### src/rtl/mips_pkg.sv
// Shared MIPS definitions: word width, opcodes, fetch FSM state encoding.
package mips_pkg;

   localparam int unsigned WORD_W = 32;

   localparam logic [5:0] OP_RTYPE = 6'h00;
   localparam logic [5:0] OP_J     = 6'h02;
   localparam logic [5:0] OP_BEQ   = 6'h04;
   localparam logic [5:0] OP_ADDI  = 6'h08;
   localparam logic [5:0] OP_LW    = 6'h23;
   localparam logic [5:0] OP_SW    = 6'h2B;
   localparam logic [5:0] OP_HALT  = 6'h3F;

   typedef enum logic [1:0] {
      ST_FETCH = 2'd0,
      ST_EXEC  = 2'd1,
      ST_HALT  = 2'd2
   } fetch_state_e;

   // Sign-extend a 16-bit immediate to a full word.
   function automatic logic [WORD_W-1:0] sext16(input logic [15:0] imm);
      return {{(WORD_W-16){imm[15]}}, imm};
   endfunction

endpackage

### src/rtl/pc_fetch_unit_if.sv
// Instruction-memory request bus: ready-based, data returned in the accepting cycle.
interface pc_fetch_unit_if;
   import mips_pkg::*;

   logic              req;
   logic [WORD_W-1:0] addr;
   logic              ready;
   logic [WORD_W-1:0] rdata;

   modport master (output req, output addr, input ready, input rdata);
   modport slave  (input req, input addr, output ready, output rdata);

endinterface

### src/rtl/pc_fetch_unit_next_pc_calc.sv
// Next-PC selection: jump beats taken branch beats sequential. All math is modulo 2^32.
module next_pc_calc
   import mips_pkg::*;
(
   input  logic [WORD_W-1:0] pc_i,
   input  logic [25:0]       instr_idx_i,
   input  logic              branch_i,
   input  logic              jump_i,
   input  logic              zero_i,
   output logic [WORD_W-1:0] pc_plus4_o,
   output logic [WORD_W-1:0] next_pc_o
);

   logic [WORD_W-1:0] br_target;
   logic [WORD_W-1:0] jmp_target;

   // Compute candidate targets and pick by priority.
   always_comb begin
      pc_plus4_o = pc_i + 32'd4;
      br_target  = pc_plus4_o + (sext16(instr_idx_i[15:0]) << 2);
      jmp_target = {pc_plus4_o[31:28], instr_idx_i, 2'b00};
      if (jump_i) begin
         next_pc_o = jmp_target;
      end else if (branch_i && zero_i) begin
         next_pc_o = br_target;
      end else begin
         next_pc_o = pc_plus4_o;
      end
   end

endmodule

### src/rtl/pc_fetch_unit.sv
// Instruction fetch and PC sequencing for the non-pipelined MIPS core.
module pc_fetch_unit
   import mips_pkg::*;
#(
   parameter logic [WORD_W-1:0] RESET_PC    = 32'h0000_0000,
   parameter logic [5:0]        HALT_OPCODE = 6'b111111
)
(
   input  logic                 clk,
   input  logic                 reset,
   pc_fetch_unit_if.master      imem,
   input  logic                 pcupdate,
   input  logic                 branch,
   input  logic                 jump,
   input  logic                 zero,
   output logic [WORD_W-1:0]    pc,
   output logic [WORD_W-1:0]    pc_plus4,
   output logic [WORD_W-1:0]    instr,
   output logic [5:0]           opcode,
   output logic                 instr_valid,
   output logic                 halted,
   output logic                 proto_err
);

   localparam logic [WORD_W-1:0] RESET_PC_ALIGNED = {RESET_PC[WORD_W-1:2], 2'b00};

   fetch_state_e      state_q, state_d;
   logic [WORD_W-1:0] pc_q, pc_d;
   logic [WORD_W-1:0] instr_q, instr_d;
   logic              instr_valid_q, instr_valid_d;
   logic              halted_q, halted_d;
   logic              proto_err_q, proto_err_d;
   logic [WORD_W-1:0] next_pc;

   next_pc_calc u_next_pc (
      .pc_i        (pc_q),
      .instr_idx_i (instr_q[25:0]),
      .branch_i    (branch),
      .jump_i      (jump),
      .zero_i      (zero),
      .pc_plus4_o  (pc_plus4),
      .next_pc_o   (next_pc)
   );

   assign imem.req    = (state_q == ST_FETCH);
   assign imem.addr   = pc_q;
   assign pc          = pc_q;
   assign instr       = instr_q;
   assign opcode      = instr_q[31:26];
   assign instr_valid = instr_valid_q;
   assign halted      = halted_q;
   assign proto_err   = proto_err_q;

   // State and datapath registers; reset aborts any pending fetch at once.
   always_ff @(posedge clk or posedge reset) begin
      if (reset) begin
         state_q       <= ST_FETCH;
         pc_q          <= RESET_PC_ALIGNED;
         instr_q       <= '0;
         instr_valid_q <= 1'b0;
         halted_q      <= 1'b0;
         proto_err_q   <= 1'b0;
      end else begin
         state_q       <= state_d;
         pc_q          <= pc_d;
         instr_q       <= instr_d;
         instr_valid_q <= instr_valid_d;
         halted_q      <= halted_d;
         proto_err_q   <= proto_err_d;
      end
   end

   // Next-state logic: fetch on ready, retire on pcupdate, park in HALT.
   always_comb begin
      state_d       = state_q;
      pc_d          = pc_q;
      instr_d       = instr_q;
      instr_valid_d = instr_valid_q;
      halted_d      = halted_q;
      proto_err_d   = proto_err_q;
      unique case (state_q)
         ST_FETCH: begin
            if (pcupdate) begin
               proto_err_d = 1'b1;
            end
            if (imem.ready) begin
               instr_d       = imem.rdata;
               instr_valid_d = 1'b1;
               if (imem.rdata[31:26] == HALT_OPCODE) begin
                  state_d  = ST_HALT;
                  halted_d = 1'b1;
               end else begin
                  state_d = ST_EXEC;
               end
            end
         end
         ST_EXEC: begin
            if (pcupdate) begin
               pc_d          = next_pc;
               instr_valid_d = 1'b0;
               state_d       = ST_FETCH;
            end
         end
         ST_HALT: begin
            halted_d      = 1'b1;
            instr_valid_d = 1'b1;
         end
         default: begin
            state_d = ST_FETCH;
         end
      endcase
   end

endmodule

### src/flat_wrapper.sv
// flat-port wrapper written by rule: the top's interface ports become plain ports
module pc_fetch_unit_flat import mips_pkg::*;
#(
   parameter logic [WORD_W-1:0] RESET_PC    = 32'h0000_0000,
   parameter logic [5:0]        HALT_OPCODE = 6'b111111
)
  (clk, reset, pcupdate, branch, jump, zero, pc, pc_plus4, instr, opcode, instr_valid, halted, proto_err, imem_req, imem_addr, imem_ready, imem_rdata);
  pc_fetch_unit_if imem_i ();
  input  logic clk;
  input  logic reset;
  input  logic pcupdate;
  input  logic branch;
  input  logic jump;
  input  logic zero;
  output logic [WORD_W-1:0] pc;
  output logic [WORD_W-1:0] pc_plus4;
  output logic [WORD_W-1:0] instr;
  output logic [5:0] opcode;
  output logic instr_valid;
  output logic halted;
  output logic proto_err;
  output wire logic [$bits(imem_i.req)-1:0] imem_req;
  output wire logic [$bits(imem_i.addr)-1:0] imem_addr;
  input wire logic [$bits(imem_i.ready)-1:0] imem_ready;
  input wire logic [$bits(imem_i.rdata)-1:0] imem_rdata;
  assign imem_req = imem_i.req;
  assign imem_addr = imem_i.addr;
  assign imem_i.ready = imem_ready;
  assign imem_i.rdata = imem_rdata;
  pc_fetch_unit #(.RESET_PC(RESET_PC), .HALT_OPCODE(HALT_OPCODE)) u_core (.clk(clk), .reset(reset), .imem(imem_i), .pcupdate(pcupdate), .branch(branch), .jump(jump), .zero(zero), .pc(pc), .pc_plus4(pc_plus4), .instr(instr), .opcode(opcode), .instr_valid(instr_valid), .halted(halted), .proto_err(proto_err));
endmodule
### config.mk
export PLATFORM = sky130hd
export DESIGN_NAME = pc_fetch_unit_flat
export DESIGN_NICKNAME = d
export VERILOG_FILES = /design/src/rtl/mips_pkg.sv /design/src/rtl/pc_fetch_unit_if.sv /design/src/rtl/pc_fetch_unit_next_pc_calc.sv /design/src/rtl/pc_fetch_unit.sv /design/src/flat_wrapper.sv
export SDC_FILE = /design/constraint.sdc
export NUM_CORES = 1
export LEC_CHECK = 0
export BUFFER_PORTS_ARGS = -buffer_cell sky130_fd_sc_hd__buf_2
export CORE_MARGIN = 3
export CORE_UTILIZATION = 40
export CTS_CLUSTER_SIZE = 20
export DETAILED_ROUTE_END_ITERATION = 8
export GPL_TIMING_DRIVEN = 0
export PLACE_DENSITY_LB_ADDON = 0.1
export SYNTH_ARGS = -nofsm -noshare
export SYNTH_HDL_FRONTEND = slang
export SYNTH_SLANG_ARGS = --single-unit
### constraint.sdc
create_clock -name clk -period 5.5 [get_ports clk]
set_input_delay 0.55 -clock clk [delete_from_list [all_inputs] [get_ports clk]]
set_output_delay 0.55 -clock clk [all_outputs]
set_load 0.005 [all_outputs]
==> metrics.md, run 1 <==
| Metric | Value |
|---|---|
| Setup TNS Final | `0 ns` |
| Initial antenna violation count | `0` |
| Leakage power | `0.003321 uW` |
| Vias in the first global route | `5134` |
| Final Hold Fails | `0` |
| Tcrit/Tclk final | `86.99%` |
| Slew @ Worst Pin | `0.9508 ns` |
| Status | `finished, final reports clean` |
| Register area share after synthesis | `30.19%` |
| Clock sinks | `67` |
| Peak Freq | `209.0 MHz` |
| DRC | `0` |
| Clock Skew | `0.01021 ns` |
| Crit path kind | `register to register` |
| Largest net degree at the start of global routing | `68` |
| Starting density of the core | `41.44%` |
| Post-placement cell count | `987` |
| Routed Antenna Nets | `0` |
| Via/cell ratio | `5.517` |
| Avg WL per Cell | `18.02 um` |
| Filler Cell Count | `1307` |
| Nets@finish | `898` |
| Distinct cells, synth | `65` |
| Share of cells above drive strength 1 | `33.74%` |
| Period minus WS final | `4.784 ns` |
| First-pass GRT wire length | `27.63 mm` |
| TritonRoute pass-1 iters | `5` |
| Cell Pwr Density | `564.1 nW/um^2` |
| Dpl cell area | `6645 um^2` |
| Grt peak-use layer | `met2` |
| Area Growth Syn to Fin | `25.12%` |
| Antenna Cells | `0` |
| Fin cells | `1003` |
| Ys flop type | `dfrtp_1` |
| Starting DRT DRC Count | `479` |
| Hold Crit Class | `input pin to async pin` |
| GR Util met3 | `3.906%` |
| FP Rows | `42` |
| Port bufs | `170` |
| Flops & latches, synth | `67` |
| Design Area, Final | `6948 um^2` |
| RSZ-0062 raised after global routing | `no` |
| Startpoint types | `register` |
| Met1 usage | `34.45%` |
| GR Layer Usage met2 | `35.45%` |
| CTS buffer count | `9` |
| Syn Inst Count | `636` |
| Overall Power | `3920 uW` |
| Max rail drop VDD | `0.3415 mV` |
| Yosys warning count | `0` |
| Drt total wl | `18.08 mm` |
| Clock slew at reported path FFs | `0.06 ns` |
| Async SR Flop Fraction | `100.0%` |
| IO Pins | `177` |
| WP data arrival | `5.06 ns` |
| Number of synthesized flops with an enable pin | `0` |
| Crit. End Element | `register` |
| Critical path required time | `5.78 ns` |
| Core Region | `13400 um^2` |
| Overflow after GRT | `0` |
| CTS tree | `yes` |
| Root buf cell | `clkbuf_16` |
| Die area | `15330 um^2` |
| Max-slew headroom | `36.61%` |
| GPL Wtd Cong | `0.9517` |
| Mapped Area | `5553 um^2` |
| Post-CTS Setup Repair Bufs | `0` |
| Worst-skew pair later-pin latency | `0.34 ns` |
| Final Max Tran Viols | `0` |
| Post-cts resize count | `0` |
| # setup viols final | `0` |
| H-Tree Depth | `3` |
| Mean Syn Cell Area | `8.731 um^2` |
| Post-CTS Hold Fix Bufs | `0` |
| Crit-path max FO | `8` |
| Placed wire-length estimate | `13.93 mm` |
| Die Height | `123.8 um` |
| Vias | `5534` |
| Die Wd | `123.8 um` |
| MaxCap Viol Count | `0` |
| CTS Buffer Depth | `2` |
| All-Layer GR Usage | `23.59%` |
-- sequential cells by signal (all words and copies together) (netlist names) --
register / cells
u_core.instr_valid: 1
u_core.state_q: 2
u_core.instr: 32
u_core.imem.addr: 30
u_core.proto_err: 1
u_core.halted: 1
-- placed cells by master, fill, tap and decap left out, types with 3 or more instances in the layout --
| cell type | n |
|---|---|
| ha_1 | 36 |
| nand4_1 | 15 |
| clkbuf_1 | 21 |
| o21bai_1 | 3 |
| o21ai_1 | 12 |
| o21ai_0 | 33 |
| clkbuf_16 | 9 |
| conb_1 | 6 |
| nand2b_1 | 4 |
| xor2_1 | 14 |
| buf_4 | 42 |
| a211oi_2 | 3 |
| o211ai_1 | 9 |
| nor2_1 | 43 |
| a21oi_1 | 46 |
| o31ai_1 | 4 |
| mux2_2 | 31 |
| a31oi_1 | 8 |
| and4_1 | 4 |
| a21o_1 | 19 |
| a211oi_1 | 12 |
| nor4_1 | 6 |
| dfrtp_1 | 67 |
| inv_1 | 7 |
| nand3b_1 | 4 |
| o21a_1 | 5 |
| nand3_1 | 19 |
| buf_2 | 172 |
| and3_1 | 8 |
| nand4_2 | 4 |
| xnor2_1 | 34 |
| and2_1 | 4 |
| nand2_1 | 60 |
| nor3_1 | 14 |
-- cell usage after synthesis, types with 3 or more instances --
master / instances / area, um^2
dfrtp_1: 67 / 1677
nand2_1: 60 / 225.2
a21oi_1: 46 / 230.2
nor2_1: 43 / 161.4
buf_4: 42 / 315.3
ha_1: 36 / 450.4
xnor2_1: 34 / 297.8
o21ai_0: 33 / 165.2
mux2_2: 31 / 349.1
clkbuf_1: 20 / 75.07
a21o_1: 19 / 142.6
nand3_1: 19 / 95.09
nand4_1: 15 / 93.84
nor3_1: 14 / 70.07
xor2_1: 14 / 122.6
a211oi_1: 12 / 90.09
o21ai_1: 12 / 60.06
o211ai_1: 9 / 67.56
a31oi_1: 8 / 50.05
and3_1: 8 / 50.05
inv_1: 8 / 30.03
nor4_1: 6 / 37.54
o21a_1: 5 / 37.54
and2_1: 4 / 25.02
and4_1: 4 / 35.03
nand2b_1: 4 / 25.02
nand3b_1: 4 / 30.03
nand4_2: 4 / 50.05
o31ai_1: 4 / 30.03
a211oi_2: 3 / 37.54
o21bai_1: 3 / 22.52
-- final cells by class --
class | instances | area, um^2 | area share, %
repair buffers | 170 | 850.8 | 12.25
inverters | 9 | 36.28 | 0.5222
plain buffers | 66 | 407.9 | 5.871
flip-flops and latches | 67 | 1677 | 24.13
multi-input cells | 499 | 3453 | 49.70
well taps | 176 | 220.2 | 3.169
clock buffers | 11 | 242.7 | 3.494
clock inverters | 5 | 60.06 | 0.8644
-- worst max-delay path, stage by stage (launching register included) --
cell,delay [ns]
dfrtp_1,0.55
ha_1,0.30
nand4_1,0.19
or3_4,0.48
nor2_1,0.31
xor2_1,0.35
ha_1,0.30
buf_2,0.18
a21oi_1,0.20
o22ai_1,0.16
o41ai_1,0.51
a211oi_2,0.11
o21ai_1,0.35
mux2_1,0.37
a31oi_1,0.18
o31a_1,0.15
-- worst paths after layout --
kind                                     start                   end  slack (ns)  cells past startpoint
max                        u_core.imem.addr[2]  u_core.imem.addr[31]        0.72                     15
min                                      reset      u_core.instr[26]        0.38                      2
max reg2reg                u_core.imem.addr[2]  u_core.imem.addr[31]        0.72                     15
min reg2reg                   u_core.proto_err      u_core.proto_err        0.45                      1
max in group asynchronous                reset  u_core.imem.addr[16]        4.55                      2
min in group clk                imem_rdata[15]      u_core.instr[15]        0.43                      3
-- cells by family (layout without fill, tap and decap cells) --
group,Yosys count,after routing,share of synthesized area (%)
simple gates,197,197,18.25
mux,34,34,6.850
buf+inv,75,261,7.954
flops,67,67,30.19
fa+ha+maj,37,37,8.472
compound gates,177,177,20.64
xor+xnor,48,48,7.571
other cells,1,6,0.06753
-- metal layers --
metal / routed length [um] / part of all wire, %
met2: 8015 / 44
met4: 345 / 1.9
met1: 8395 / 46
met3: 1319 / 7.3
met5: 0 / 0
-- where the power goes --
group	total [uW]	leakage, uW	switching (uW)	internal [uW]
clock network	601	0.000147	235	366
logic	2370	0.00238	1260	1110
registers	953	0.000798	302	652
-- stage by stage --
| step | hold slack, ns | setup slack [ns] | util (%) |
|---|---|---|---|
| 6_report | 0.3798 | 0.7158 | 51.85 |
| 5_1_grt | 0.4375 | 0.4148 | 51.85 |
| 4_1_cts | 0.4295 | 0.7985 | 51.85 |
| 3_5_place_dp | 0.4471 | 0.8152 | 49.59 |
| 3_3_place_gp | 0.4346 | 0.8760 | 49.57 |
| 2_1_floorplan | 0.4510 | 1.541 | - |
No activity file was read; power rests on OpenSTA's default activity.
==> run 2: changes to the inputs <==
--- a/config.mk
+++ b/config.mk
@@ -8,9 +8,11 @@
 export BUFFER_PORTS_ARGS = -buffer_cell sky130_fd_sc_hd__buf_2
 export CORE_MARGIN = 3
 export CORE_UTILIZATION = 40
+export CTS_BUF_LIST = sky130_fd_sc_hd__clkbuf_8
 export CTS_CLUSTER_SIZE = 20
 export DETAILED_ROUTE_END_ITERATION = 8
 export GPL_TIMING_DRIVEN = 0
+export MAX_ROUTING_LAYER = met4
 export PLACE_DENSITY_LB_ADDON = 0.1
 export SYNTH_ARGS = -nofsm -noshare
 export SYNTH_HDL_FRONTEND = slang
==> run 2 against run 1 <==
Flip-flop and latch count stayed put. Die area is the same. Design area is 0.40% lower. Critical path depth unchanged. Global-route usage up 0.78 points. Non-clock buffer count unchanged. Cell count unchanged. Largest cell class unchanged.
==> metrics.md, run 2 (same netlist as run 1, synthesis figures left out) <==
| Metric | Value |
|---|---|
| Status | `finished, final reports clean (unchanged)` |
| RSZ-0062 raised after global routing | `no (unchanged)` |
| Critical path required time | `5.79 ns (was 5.78 ns)` |
| Tcrit/Tclk final | `85.38% (was 86.99%)` |
| H-Tree Depth | `3 (unchanged)` |
| Starting DRT DRC Count | `351 (was 479)` |
| Hold Crit Class | `input pin to async pin (unchanged)` |
| Clock sinks | `67 (unchanged)` |
| Via/cell ratio | `5.494 (was 5.517)` |
| Slew @ Worst Pin | `0.9465 ns (was 0.9508 ns)` |
| Vias | `5510 (was 5534)` |
| Post-placement cell count | `987 (unchanged)` |
| Highest-count cells in the layout ignoring fill and taps | `buf_2 (172), dfrtp_1 (67), nand2_1 (60) (unchanged)` |
| Nets@finish | `898 (unchanged)` |
| All-Layer GR Usage | `24.37% (was 23.59%)` |
| Vias in the first global route | `5155 (was 5134)` |
| Reg2reg end | `u_core.imem.addr[31] (unchanged)` |
| TritonRoute pass-1 iters | `5 (unchanged)` |
| Die Wd | `123.8 um (unchanged)` |
| Final Hold Fails | `0 (unchanged)` |
| Share of cells above drive strength 1 | `33.74% (unchanged)` |
| Root buf cell | `clkbuf_8 (was clkbuf_16)` |
| FP Rows | `42 (unchanged)` |
| Die area | `15330 um^2 (unchanged)` |
| Post-cts resize count | `0 (unchanged)` |
| Design Area, Final | `6920 um^2 (was 6948 um^2)` |
| Startpoint types | `register (unchanged)` |
| # setup viols final | `0 (unchanged)` |
| Die Height | `123.8 um (unchanged)` |
| Dpl cell area | `6645 um^2 (unchanged)` |
| First-pass GRT wire length | `28.07 mm (was 27.63 mm)` |
| Starting density of the core | `41.44% (unchanged)` |
| CTS tree | `yes (unchanged)` |
| Max rail drop VDD | `0.3215 mV (was 0.3415 mV)` |
| Largest register FFs | `32 (unchanged)` |
| Crit-path max FO | `8 (unchanged)` |
| Area Growth Syn to Fin | `24.63% (was 25.12%)` |
| Core Region | `13400 um^2 (unchanged)` |
| Post-CTS Setup Repair Bufs | `0 (unchanged)` |
| Avg WL per Cell | `18.12 um (was 18.02 um)` |
| GPL Wtd Cong | `0.9649 (was 0.9517)` |
| Drt total wl | `18.17 mm (was 18.08 mm)` |
| Antenna Cells | `0 (unchanged)` |
| Period minus WS final | `4.696 ns (was 4.784 ns)` |
| Commonest non-fill, non-tap cell in the layout | `buf_2 (unchanged)` |
| DRC | `0 (unchanged)` |
| Clock Skew | `0.004981 ns (was 0.01021 ns)` |
| Post-CTS Hold Fix Bufs | `0 (unchanged)` |
| MaxCap Viol Count | `0 (unchanged)` |
| Largest net degree at the start of global routing | `68 (unchanged)` |
| Worst r2r path cells | `15 (unchanged)` |
| Port bufs | `170 (unchanged)` |
| Crit. End Element | `register (unchanged)` |
| Max-slew headroom | `36.90% (was 36.61%)` |
| Worst-skew pair later-pin latency | `0.35 ns (was 0.34 ns)` |
| Clock slew at reported path FFs | `0.07 ns (was 0.06 ns)` |
| Util after Layout | `51.64% (was 51.85%)` |
| CTS Buffer Depth | `2 (unchanged)` |
| FF-to-FF setup slack | `0.80 ns (was 0.72 ns)` |
| Setup TNS Final | `0 ns (unchanged)` |
| Initial antenna violation count | `0 (unchanged)` |
| Fin cells | `1003 (unchanged)` |
| Placed wire-length estimate | `14.12 mm (was 13.93 mm)` |
| Final Max Tran Viols | `0 (unchanged)` |
| Routed Antenna Nets | `0 (unchanged)` |
| Hold_ws | `0.3763 ns (was 0.3798 ns)` |
| Overflow after GRT | `0 (unchanged)` |
| Peak Freq | `213.0 MHz (was 209.0 MHz)` |
| Crit path kind | `register to register (unchanged)` |
| Cell Pwr Density | `564.8 nW/um^2 (was 564.1 nW/um^2)` |
| WP data arrival | `4.99 ns (was 5.06 ns)` |
| Leakage power | `0.003316 uW (was 0.003321 uW)` |
| IO Pins | `177 (unchanged)` |
| FF-to-FF Start | `u_core.imem.addr[2] (unchanged)` |
| CTS buffer count | `9 (unchanged)` |
==> run 2: changes by cell type in the layout (fill, tap and decap cells not counted), sizes merged <==
cell | before | now
clkinv | 2 | 1
clkinvlp | 1 | 0
bufinv | 1 | 4
inv | 10 | 9
==> run 2: metal layers <==
metal / track usage (%) / vias up / wire [um]
li1: - / 2655 / -
met1: 34.88 / 2676 / 8480
met2: 36.70 / 167 / 8331
met3: 3.270 / 12 / 1140
met4: 5.813 / 0 / 221
met5: - / - / 0
==> run 2: final cells by class <==
type,instances,area (um^2)
clock buffer,11,151.4
fill,1323,6480
tap,176,220.2
multi-input combinational,499,3453
timing repair buffer,170,850.8
buffer,66,407.9
sequential,67,1677
clock inverter,5,123.9
inverter,9,36.28
==> run 2: worst max-delay path: stages (launching register included) <==
cell,delay [ns]
dfrtp_1,0.56
ha_1,0.30
nand4_1,0.18
or3_4,0.48
nor2_1,0.29
nand3_1,0.14
xnor2_1,0.32
ha_1,0.37
nand2_1,0.21
o22ai_1,0.14
o41ai_1,0.52
a211oi_2,0.11
o21ai_1,0.33
mux2_1,0.37
a31oi_1,0.16
o31a_1,0.15
==> run 2: per-stage QoR <==
stage | setup WS, ns | total power (uW)
global route | 0.4966 | 4211
global placement | 0.8740 | 3272
finish | 0.8041 | 3908
floorplan | 1.541 | 2477
detailed placement | 0.8643 | 3301
CTS | 0.8406 | 3897
==> run 2: power by group <==
part	leakage, uW	switching (uW)	internal [uW]
registers	0.000798	301	650
clock network	0.000141	203	371
logic	0.00238	1270	1110
==> run 2: worst max-delay path by stage <==
stage	startpoint	slack, ns	to	cells after the start
final	u_core.imem.addr[2]	0.80	u_core.imem.addr[31]	15
after global routing	u_core.imem.addr[2]	0.50	u_core.imem.addr[31]	15
after CTS	u_core.imem.addr[2]	0.84	u_core.imem.addr[31]	15
after detailed placement	u_core.imem.addr[2]	0.86	u_core.imem.addr[31]	15
after floorplan	u_core.imem.addr[2]	1.54	u_core.imem.addr[31]	15
after global placement	u_core.imem.addr[2]	0.87	u_core.imem.addr[31]	15
